$ cat config.mk
export PLATFORM = sky130hd
export DESIGN_NAME = freq_gen
export DESIGN_NICKNAME = d
export VERILOG_FILES = /design/src/rtl/freq_pkg.sv /design/src/rtl/bcd_to_bin.sv /design/src/rtl/freq_gen.sv
export SDC_FILE = /design/constraint.sdc
export NUM_CORES = 1
export LEC_CHECK = 0
export ABC_CLOCK_PERIOD_IN_PS = 6130
export BUFFER_PORTS_ARGS = -buffer_cell sky130_fd_sc_hd__buf_2
export CAP_MARGIN = 10
export CORE_MARGIN = 5
export CORE_UTILIZATION = 58
export CTS_BUF_LIST = sky130_fd_sc_hd__clkbuf_4 sky130_fd_sc_hd__clkbuf_8 sky130_fd_sc_hd__clkbuf_16
export DETAILED_ROUTE_END_ITERATION = 8
export GPL_TIMING_DRIVEN = 0
export PLACE_DENSITY = 0.78
export SLEW_MARGIN = 0
export SYNTH_ARGS = -nofsm -noshare
export SYNTH_HDL_FRONTEND = slang
export SYNTH_SLANG_ARGS = --single-unit
$ cat constraint.sdc
create_clock -name clk -period 6.13 [get_ports clk]
set_clock_uncertainty 0.15 [all_clocks]
set_input_delay 0.3065 -clock clk [delete_from_list [all_inputs] [get_ports clk]]
set_output_delay 0.3065 -clock clk [all_outputs]
set_load 0.1 [all_outputs]
$ cat src/rtl/freq_pkg.sv
// Shared types and constants for the programmable square-wave generator.
package freq_pkg;

  localparam int unsigned F_W     = 17;
  localparam int unsigned F_MAX   = 99990;
  localparam int unsigned BCD_MAX = 9;

  typedef enum logic [1:0] {
    IDLE = 2'd0,
    RUN  = 2'd1,
    PEND = 2'd2
  } state_t;

endpackage

$ cat src/rtl/bcd_to_bin.sv
// Four-digit BCD plus decade range bit to binary frequency, with digit check.
module bcd_to_bin
  import freq_pkg::*;
(
  input  logic [15:0]    bcd,
  input  logic           range,
  output logic [F_W-1:0] value,
  output logic           digit_err
);

  logic [F_W-1:0] base;

  // Weighted digit sum; out-of-range digits only raise the flag.
  always_comb begin
    digit_err = 1'b0;
    for (int i = 0; i < 4; i++) begin
      if (bcd[4*i +: 4] > 4'(BCD_MAX)) digit_err = 1'b1;
    end
    base  = F_W'(bcd[15:12]) * F_W'(1000) + F_W'(bcd[11:8]) * F_W'(100)
          + F_W'(bcd[7:4]) * F_W'(10) + F_W'(bcd[3:0]);
    value = range ? F_W'(base * F_W'(10)) : base;
  end

endmodule

$ cat src/rtl/freq_gen.sv
// Fractional-accumulator square-wave generator with glitch-free retuning.
module freq_gen
  import freq_pkg::*;
#(
  parameter int unsigned CLK_HZ = 100_000_000,
  parameter int unsigned ACC_W  = 28
) (
  input  logic        clk,
  input  logic        reset_n,
  input  logic        enable,
  input  logic        load,
  input  logic [15:0] bcd_freq,
  input  logic        range,
  output logic        signal_out,
  output logic        rise_tick,
  output logic        running,
  output logic        cfg_err
);

  state_t           state, state_n;
  logic [ACC_W-1:0] acc, acc_n;
  logic [F_W-1:0]   active_f, active_n;
  logic [F_W-1:0]   pending_f, pending_n;
  logic             sig_n, tick_n, err_n;

  logic [F_W-1:0]   f_in;
  logic             digit_err;
  logic             accept;
  logic [31:0]      two_f;
  logic [ACC_W-1:0] sum;
  logic             wrap;
  logic             fall;

  bcd_to_bin u_conv (
    .bcd       (bcd_freq),
    .range     (range),
    .value     (f_in),
    .digit_err (digit_err)
  );

  // State and datapath registers.
  always_ff @(posedge clk) begin
    if (!reset_n) begin
      state      <= IDLE;
      acc        <= '0;
      active_f   <= '0;
      pending_f  <= '0;
      signal_out <= 1'b0;
      rise_tick  <= 1'b0;
      running    <= 1'b0;
      cfg_err    <= 1'b0;
    end else begin
      state      <= state_n;
      acc        <= acc_n;
      active_f   <= active_n;
      pending_f  <= pending_n;
      signal_out <= sig_n;
      rise_tick  <= tick_n;
      running    <= (state_n != IDLE);
      cfg_err    <= err_n;
    end
  end

  // Next-state, accumulator stepping and load handling.
  always_comb begin
    state_n   = state;
    acc_n     = acc;
    active_n  = active_f;
    pending_n = pending_f;
    sig_n     = signal_out;
    tick_n    = 1'b0;
    err_n     = cfg_err;

    two_f  = 32'(f_in) << 1;
    accept = load && !digit_err && (two_f <= CLK_HZ);
    sum    = acc + ACC_W'({active_f, 1'b0});
    wrap   = (sum >= ACC_W'(CLK_HZ));
    fall   = wrap && signal_out;

    if (load) err_n = !accept;

    if (!enable) begin
      // Drop straight to idle; any queued setting takes effect now.
      state_n = IDLE;
      acc_n   = '0;
      sig_n   = 1'b0;
      if (state == PEND) active_n = pending_f;
      if (accept) begin
        active_n  = f_in;
        pending_n = f_in;
      end
    end else begin
      case (state)
        IDLE: begin
          acc_n = '0;
          sig_n = 1'b0;
          if (accept) begin
            active_n  = f_in;
            pending_n = f_in;
          end
          if (active_f != '0) state_n = RUN;
        end
        RUN, PEND: begin
          acc_n  = wrap ? ACC_W'(sum - ACC_W'(CLK_HZ)) : sum;
          sig_n  = wrap ? !signal_out : signal_out;
          tick_n = wrap && !signal_out;
          if (state == RUN) begin
            if (accept) begin
              pending_n = f_in;
              state_n   = PEND;
            end
          end else begin
            if (fall) begin
              // Swap settings only at a falling edge so no runt phase appears.
              acc_n    = '0;
              active_n = pending_f;
              state_n  = (pending_f == '0) ? IDLE : RUN;
            end
            if (accept) begin
              pending_n = f_in;
              if (fall) begin
                if (pending_f == '0) active_n = f_in;
                else state_n = PEND;
              end
            end
          end
        end
        default: begin
          state_n = IDLE;
          acc_n   = '0;
          sig_n   = 1'b0;
        end
      endcase
    end
  end

endmodule

==> metrics.txt, run 1 <==
routed via count=7,282; commonest cells in the netlist=108 x nor2_1, 100 x ha_1, 67 x dfxtp_1, 63 x a21oi_1, 62 x nand2_1; GRT busiest layer=met2; Post-Route Utilization=0.668; largest net degree at the start of global routing=12; main flop type after synthesis=dfxtp_1; slew margin rel.=0.264; status=complete, no violations; Hold Fails Final Rpt=0; buffers added on ports=23; worst reg2reg path depth=21; die height=125 um; Syn-to-layout area delta=14.2%; fillers=1,086; first-pass GRT wire length=33,100 um; Final ANT Viol Nets=0; top post-synthesis cells by area=dfxtp_1 18%, ha_1 16%, nor2_1 5.3%; Leak=0.00361 uW; Iteration-0 DRC Markers=567; Worst-path clk slew=0.05 ns; cells after synthesis=935; standard-cell rows=42; top-count cell post-synth=nor2_1; Final Cycle Share=0.997; CTS tree=done; pwr dens=637 mW/mm^2; CP Max Fanout=6; Detail Placement HPWL=15,600 um; TritonRoute pass-1 iters=5; total clock sinks=67; Post-synth EDFFs=0; final routed DRC violation total=0; vias in the first global route=6,836; placed cell area=0.00801 mm^2; Die W=125 um; Via density=6.25; r2r setup slk=0.74 ns; Inst Count DP=1,134; Slew @ Worst Pin=1.08 ns; Finished Layout Cells=1,165; layout cells sized above 1=0.151; GRT overflow=0; met1 usage=0.315; minimum clock period=6.11 ns; FMAX=0.164 GHz; Pwr Total=5570 uW; Worst setup EP type=flop; Ports=25; initial antenna violation count=0; Worst R2R End=acc[22]$_SDFF_PN0_; Hold Crit Class=in2reg; fin nets=1,120; Hold Crit Depth=3; synthesized cell area=0.00766 mm^2; Max VDD drop=1.07 mV; area share of the largest cell type after synthesis=0.175; area leader, netlist=dfxtp_1; grt met3 use=0.0377; Mapped Avg Cell Area=8.19 um^2; register area share after synthesis=0.175; Synth Warn #=0; Critical Path RT=6.20 ns; # hold bufs at CTS=0; Max Cap Viol=0; type of the worst setup path=in2reg; Core Region=0.0131 mm^2; Max Slew Vio Count=0; FF-to-FF Start=active_f[0]$_SDFFE_PN0P_; Worst-Skew Late Latency=0.34 ns; Seq cells post-synth=67; initial core utilization=0.585; die area=0.0156 mm^2; Yosys cell types=93; Tot GR Track Use=0.253; CP Launch Type=primary input; asr flop ratio synth=0; total nets after synthesis=1,071; CP arrival=6.19 ns; WHS Endpoint=cfg_err$_SDFFE_PN0P_; met2 usage=0.442; GPL Wtd Cong=0.944; WL final=20,700 um; Max Buffers Root-to-Sink=2; antenna diode count=0; min-delay src=load; design area=0.00875 mm^2; WL per Instance=17.8 um; Final Setup Violations=0; Inserted Clock Buffers=9; H-Tree Depth=3; Root Driver=clkbuf_16
==> per-layer routing <==
layer  vias to the layer above  routed length [um]
met3                        59                1140
li1                       3548                   -
met1                      3411                8810
met5                         -                   0
met4                         0                 672
met2                       264               10100
==> sequential cells by signal, summed over array words and instances (netlist names) <==
register / count
cfg_err: 1
state: 2
acc: 27
rise_tick: 1
pending_f: 17
running: 1
active_f: 17
signal_out: 1
==> placed cells by master, fill, tap and decap left out, drive strengths merged, types with 12 or more instances in the layout <==
master,n
a211oi,20
a21o,17
a21oi,66
a31oi,12
buf,47
clkbuf,35
dfxtp,67
fa,15
ha,100
inv,56
mux2i,24
nand2,65
nand3,22
nor2,108
nor3,14
nor4,12
o211ai,17
o21a,18
o21ai,38
xnor2,40
xor2,23
==> critical path: stages <==
cell and delay, ns:
buf_2 0.16, fa_1 0.57, inv_1 0.08, fa_1 0.50, inv_1 0.07, ha_4 0.25
a211oi_1 0.26, a21oi_2 0.05, ha_2 0.41, a21oi_2 0.08, a31oi_1 0.28, xor2_1 0.22
inv_1 0.10, o31ai_4 0.31, xor2_1 0.23, inv_1 0.14, ha_4 0.27, ha_4 0.27
and3_4 0.18, a2111oi_4 0.31, o21bai_1 0.12, a21oi_1 0.16, xnor3_2 0.35, a21oi_2 0.17
a22oi_1 0.08, o211a_1 0.24
==> how the worst max path moves through the flow <==
stage | from | endpoint | slack [ns] | depth (start not counted)
2_1_floorplan | bcd_freq[13] | active_f[16]$_SDFFE_PN0P_ | 0.03 | 24
5_1_grt | bcd_freq[15] | active_f[16]$_SDFFE_PN0P_ | -0.12 | 26
6_report | bcd_freq[15] | active_f[16]$_SDFFE_PN0P_ | 0.02 | 26
3_3_place_gp | bcd_freq[13] | active_f[16]$_SDFFE_PN0P_ | -0.66 | 27
4_1_cts | bcd_freq[13] | active_f[16]$_SDFFE_PN0P_ | 0.002 | 26
3_5_place_dp | bcd_freq[13] | active_f[16]$_SDFFE_PN0P_ | -0.68 | 27
==> layout make-up <==
class,count,area (um^2),area share
Tap cell,176,220,0.0252
Multi-Input combinational cell,780,6210,0.710
Sequential cell,67,1340,0.153
Inverter,56,210,0.0240
Timing Repair Buffer,38,233,0.0266
Clock inverter,4,72.6,0.00830
Clock buffer,12,260,0.0298
Buffer,32,199,0.0227
==> power breakdown <==
group	switching, uW	internal, uW
Clock	191	382
Combinational	2460	1980
Sequential	66.6	488
==> stage by stage <==
stage	TNS, ns	hold WS [ns]	worst slack [ns]
after floorplan	0	0.308	0.0278
after global placement	-2.97	0.327	-0.662
after detailed placement	-3.28	0.332	-0.678
after CTS	0	0.0965	0.00180
after global routing	-0.126	0.128	-0.118
final	0	0.105	0.0174
==> cells by family after synthesis <==
kind of cell	after synthesis	synth area share
and+or+nand+nor	295	0.191
DFF	67	0.175
xor gates and xnor gates	64	0.0760
buffers and inverters	88	0.0534
adders and majority gates	115	0.203
muxes	29	0.0387
AOI/OAI and AO/OA	277	0.263
==> what timing repair did <==
action,4_1_cts,5_1_grt
endpoints found under the hold margin,0,0
pin swaps,7,15
resized for setup,14,31
gates cloned,0,0
setup endpoints to repair,5,7
buffers inserted,11,4
Note: power is estimated with default switching activity, not from simulation.
==> run 2, diff against run 1 <==
Settings changed: ABC_AREA set to 1, CORE_UTILIZATION 58 to 59, HOLD_SLACK_MARGIN set to 0.02, PLACE_DENSITY 0.78 to 0.79.
==> metrics.txt, run 2 <==
status=complete, no violations; TritonRoute pass-1 iters=5; setup TNS=0 ns; area leader, netlist=nand2_1; Root Driver=clkbuf_16; max reg flops=27; design area=0.00968 mm^2; largest family of logic cells by synthesized area=simple AND/OR/NAND/NOR gates; total nets after synthesis=1,566; mux contribution to synthesized area=0.00233; Buffers & Inverters on Critical Path=4; asr flop ratio synth=0; Core Region=0.0144 mm^2; initial core utilization=0.596; type of the worst setup path=in2reg; simple-gate area share of the yosys netlist=0.362; vias in the first global route=7,855; minimum clock period=6.01 ns; Final ANT Viol Nets=0; WL per Instance=14.5 um; CP Max Fanout=7; Seq cells post-synth=67; Slowest-stage cell, CP=fa_1; main flop type after synthesis=dfxtp_1; top-count cell post-synth=nand2_1; Final Cycle Share=0.980; buffers added on ports=24; RSZ-0062 raised after global routing=yes; pwr dens=569 mW/mm^2; largest net degree at the start of global routing=11; leading cell types in the layout, fill and taps excluded=404 x nand2_1, 252 x inv_1, 103 x nand3_1, 99 x nor2_1, 84 x ha_1; final routed DRC violation total=0; post-synthesis compound-gate area fraction=0.119; Slew @ Worst Pin=0.662 ns; area occupied by multi-input gates=0.00645 mm^2; Mapped Avg Cell Area=6.02 um^2; slew margin rel.=0.554; Max VDD drop=0.616 mV; most common cell after layout, fill and taps aside=nand2_1; WL final=24,100 um; Detail Placement HPWL=19,300 um; standard-cell rows=44; Worst-Skew Late Latency=0.34 ns; Adder-Cell Fraction of Synth Area=0.180; initial antenna violation count=0; Via density=5.38; Syn-to-layout area delta=12.6%; Synth Warn #=0; # hold bufs at CTS=0; Hold Crit Class=in2reg; total clock sinks=67; antenna diode count=0; CP arrival=6.08 ns; layout cells sized above 1=0.111; crit-path max cell delay=0.53 ns; Max Slew Vio Count=0; Worst-path clk slew=0.06 ns; placed cell area=0.00895 mm^2; leading registers by flop count=acc: 27 flops, active_f: 17 flops, pending_f: 17 flops; routed via count=8,933; register area share after synthesis=0.156; die area=0.0171 mm^2; GRT overflow=0; FMAX=0.166 GHz; Leak=0.00512 uW; xor and xnor area share after synthesis=0.0457; Final Setup Violations=0; register area=0.00134 mm^2; Yosys cell types=47; Pwr Total=5510 uW; die height=131 um; Most flops, register=acc; CP Launch Type=primary input; H-Tree Depth=3; synthesized cell area=0.00860 mm^2; Ports=25; fin nets=1,608; Max Buffers Root-to-Sink=2; area share of the largest cell type after synthesis=0.180; Hold Fails Final Rpt=0; Hold WS=0.0620 ns; Die W=131 um; Iteration-0 DRC Markers=797; Tot GR Track Use=0.281; Post-synth EDFFs=0; Max Cap Viol=0; commonest cells in the netlist=413 x nand2_1, 254 x inv_1, 108 x nand3_1, 104 x nor2_1, 100 x ha_1; fillers=1,314; Crit path max-delay family=adder cells; Worst setup EP type=flop; GPL Wtd Cong=0.990; CTS tree=done; first-pass GRT wire length=38,300 um; top post-synthesis cells by area=nand2_1 18%, dfxtp_1 16%, ha_1 15%; cells after synthesis=1,430; Inserted Clock Buffers=9; Critical Path RT=6.20 ns
-- run 2: changes by cell type after synthesis, moves of 18 or more --
cell / before / now
inv_1: 56 / 254
o21ai_0: 33 / 79
nand2_1: 62 / 413
xnor2_1: 39 / 12
a21oi_1: 63 / 81
mux2i_1: 24 / 2
nand3_1: 21 / 108
-- run 2: through the flow --
step,cells,setup WS (ns),utilization
final,1659,0.123,0.671
after global placement,1638,-0.742,0.621
after detailed placement,1638,-0.770,0.621
after floorplan,1430,0.354,-
after CTS,1653,0.0153,0.648
after global routing,1659,-0.0959,0.671
-- run 2: final timing paths --
| check | start | to | slack, ns | cells after the start |
|---|---|---|---|---|
| max | bcd_freq[13] | active_f[12]$_SDFFE_PN0P_ | 0.12 | 29 |
| min | load | cfg_err$_SDFFE_PN0P_ | 0.06 | 3 |
| max reg2reg | active_f[0]$_SDFFE_PN0P_ | acc[23]$_SDFF_PN0_ | 1.71 | 27 |
| min reg2reg | cfg_err$_SDFFE_PN0P_ | cfg_err$_SDFFE_PN0P_ | 0.34 | 2 |
-- run 2: logic make-up (layout without fill, tap and decap cells) --
| logic type | Yosys count | count (layout) |
|---|---|---|
| xor+xnor | 44 | 44 |
| simple gates | 718 | 718 |
| mux | 2 | 2 |
| flops | 67 | 67 |
| buf+inv | 295 | 340 |
| compound gates | 189 | 189 |
| fa+ha+maj | 115 | 115 |
-- run 2: tightest hold or removal path, cell delays in order --
cell and delay [ns]:
buf_2 0.10, o211ai_1 0.08, inv_1 0.05
-- run 2: power by group --
part | total (uW) | switching, uW | internal (uW)
Combinational | 4410 | 2740 | 1680
Clock | 574 | 196 | 378
Sequential | 524 | 45.8 | 479
Total | 5510 | 2980 | 2540
-- run 2: final cells by class --
type	count	share of cell area
multi-input cells	1068	0.666
flip-flops and latches	67	0.139
inverters	262	0.102
clock buffers	12	0.0269
well taps	184	0.0238
repair buffers	31	0.0183
plain buffers	33	0.0183
clock inverters	2	0.00620
-- run 2: repair_timing --
action	CTS	global route
cloned	0	0
pin swaps	8	25
setup endpoints to repair	9	14
gates resized for setup	10	61
setup buffers	1	6
-- run 2: layer usage --
metal,share of wire,global-route usage,vias to the layer above,wire length (um)
met4,0.028,0.0805,0,675
li1,-,-,4607,-
met3,0.061,0.0370,50,1470
met5,0,0,-,0
met1,0.47,0.396,3983,11300
met2,0.44,0.452,293,10700
==> run 3, diff against run 2 <==
Settings changed: PLACE_DENSITY 0.79 to 0.91.
==> metrics.txt, run 3 (synthesis gave the netlist of run 2 again) <==
Max Cap Viol=0; leading cell types in the layout, fill and taps excluded=401 x nand2_1, 250 x inv_1, 104 x nand3_1, 101 x nor2_1, 87 x ha_1; Via density=5.52; status=complete, no violations; Slew @ Worst Pin=0.825 ns; initial antenna violation count=0; Ports=25; internal power=2480 uW; leading registers by flop count=acc: 27 flops, active_f: 17 flops, pending_f: 17 flops; minimum clock period=6.00 ns; worst reg2reg path depth=27; CP arrival=6.08 ns; Crit path top cell by count=nand2_1; FMAX=0.167 GHz; buffers added on ports=24; sw frac=0.540; layout cells sized above 1=0.114; Critical Path RT=6.21 ns; Leak=0.00513 uW; placed cell area=0.00895 mm^2; crit-path max cell delay=0.63 ns; largest net degree at the start of global routing=13; FF-to-FF Start=active_f[0]$_SDFFE_PN0P_; GPL Wtd Cong=0.972; Tot GR Track Use=0.288; Syn-to-layout area delta=12.5%; die area=0.0171 mm^2; WL per Instance=15.0 um; CTS tree=done; Final Cycle Share=0.979; setup TNS=0 ns; antenna diode count=0; Post-Route Utilization=0.671; first-pass GRT wire length=39,800 um; die height=131 um; standard-cell rows=44; Buffers & Inverters on Critical Path=5; Max VDD drop=1.10 mV; Comb power frac=0.798; WL final=25,000 um; fillers=1,252; Crit path max-delay family=adder cells; Hold Fails Final Rpt=0; Worst setup EP type=flop; Psw=2920 uW; Worst-path clk slew=0.06 ns; slew margin rel.=0.445; Worst-Skew Late Latency=0.34 ns; Inserted Clock Buffers=9; min-delay src=load; H-Tree Depth=3; total clock sinks=67; Slowest-stage cell, CP=fa_2; GRT overflow=0; Max Buffers Root-to-Sink=2; Root Driver=clkbuf_16; vias in the first global route=8,763; Die W=131 um; clock power share=0.107; Detail Placement HPWL=19,800 um; max reg flops=27; routed via count=9,185; type of the worst setup path=in2reg; Hold Crit Class=in2reg; fin nets=1,610; initial core utilization=0.596; Hold Crit Depth=3; Final ANT Viol Nets=0; WP depth=36; final routed DRC violation total=0; TritonRoute pass-1 iters=6; Iteration-0 DRC Markers=861; most common cell after layout, fill and taps aside=nand2_1; CP Max Fanout=6; CP Launch Type=primary input; Setup crit start=bcd_freq[14]; # hold bufs at CTS=0; Core Region=0.0144 mm^2; design area=0.00968 mm^2; Seq pwr share=0.096; pwr dens=558 mW/mm^2; Final Setup Violations=0; Most flops, register=acc; Max Slew Vio Count=0
run 3: changes by cell type in the layout (fill, tap and decap cells not counted), sizes merged:
cell      change
buf           +1
clkinv        +2
clkbuf        -1
clkinvlp      +2
run 3: metrics by stage:
stage | power [uW] | worst slack (ns) | std cells | hold WS (ns)
floorplan | 3140 | 0.354 | 1430 | 0.290
global placement | 3900 | -0.660 | 1638 | 0.334
finish | 5400 | 0.129 | 1663 | 0.0737
CTS | 4800 | 0.0154 | 1654 | 0.0609
global route | 5910 | -0.200 | 1663 | 0.0924
detailed placement | 3970 | -0.708 | 1638 | 0.342
run 3: final timing paths:
check                         endpoint  slack, ns
max          active_f[16]$_SDFFE_PN0P_       0.13
min               cfg_err$_SDFFE_PN0P_       0.07
max reg2reg         acc[25]$_SDFF_PN0_       1.87
min reg2reg  active_f[12]$_SDFFE_PN0P_       0.35
run 3: per-layer routing:
metal	GRT usage	vias up	share of wire
met1	0.319	4072	0.39
met5	0	-	0
met4	0.134	0	0.049
li1	-	4616	-
met3	0.0484	102	0.055
met2	0.534	395	0.50
run 3: repair_timing:
action,4_1_cts,5_1_grt
gates resized for setup,12,60
cloned,0,0
pin swaps,4,29
endpoints found under the setup margin,4,14
setup buffers,0,9
run 3: layout make-up:
class	instances	area, um^2	share of cell area
Timing Repair Buffer	33	193	0.0199
Sequential cell	67	1340	0.139
Buffer	33	178	0.0184
Tap cell	184	230	0.0238
Multi-Input combinational cell	1068	6420	0.664
Clock inverter	6	88.8	0.00918
Clock buffer	10	239	0.0247
Inverter	262	983	0.102
run 3: power by group through the flow:
stage          Clock [uW]  Combinational [uW]  Sequential, uW
2_1_floorplan           0                2610             526
3_3_place_gp            0                3380             524
3_5_place_dp            0                3450             525
4_1_cts               577                3700             516
5_1_grt               599                4790             521
6_report              575                4300             518
run 3: tightest hold or removal path, delay by kind of cell:
family	cells	cell delay (ns)
compound gates	1	0.08
buf+inv	2	0.15
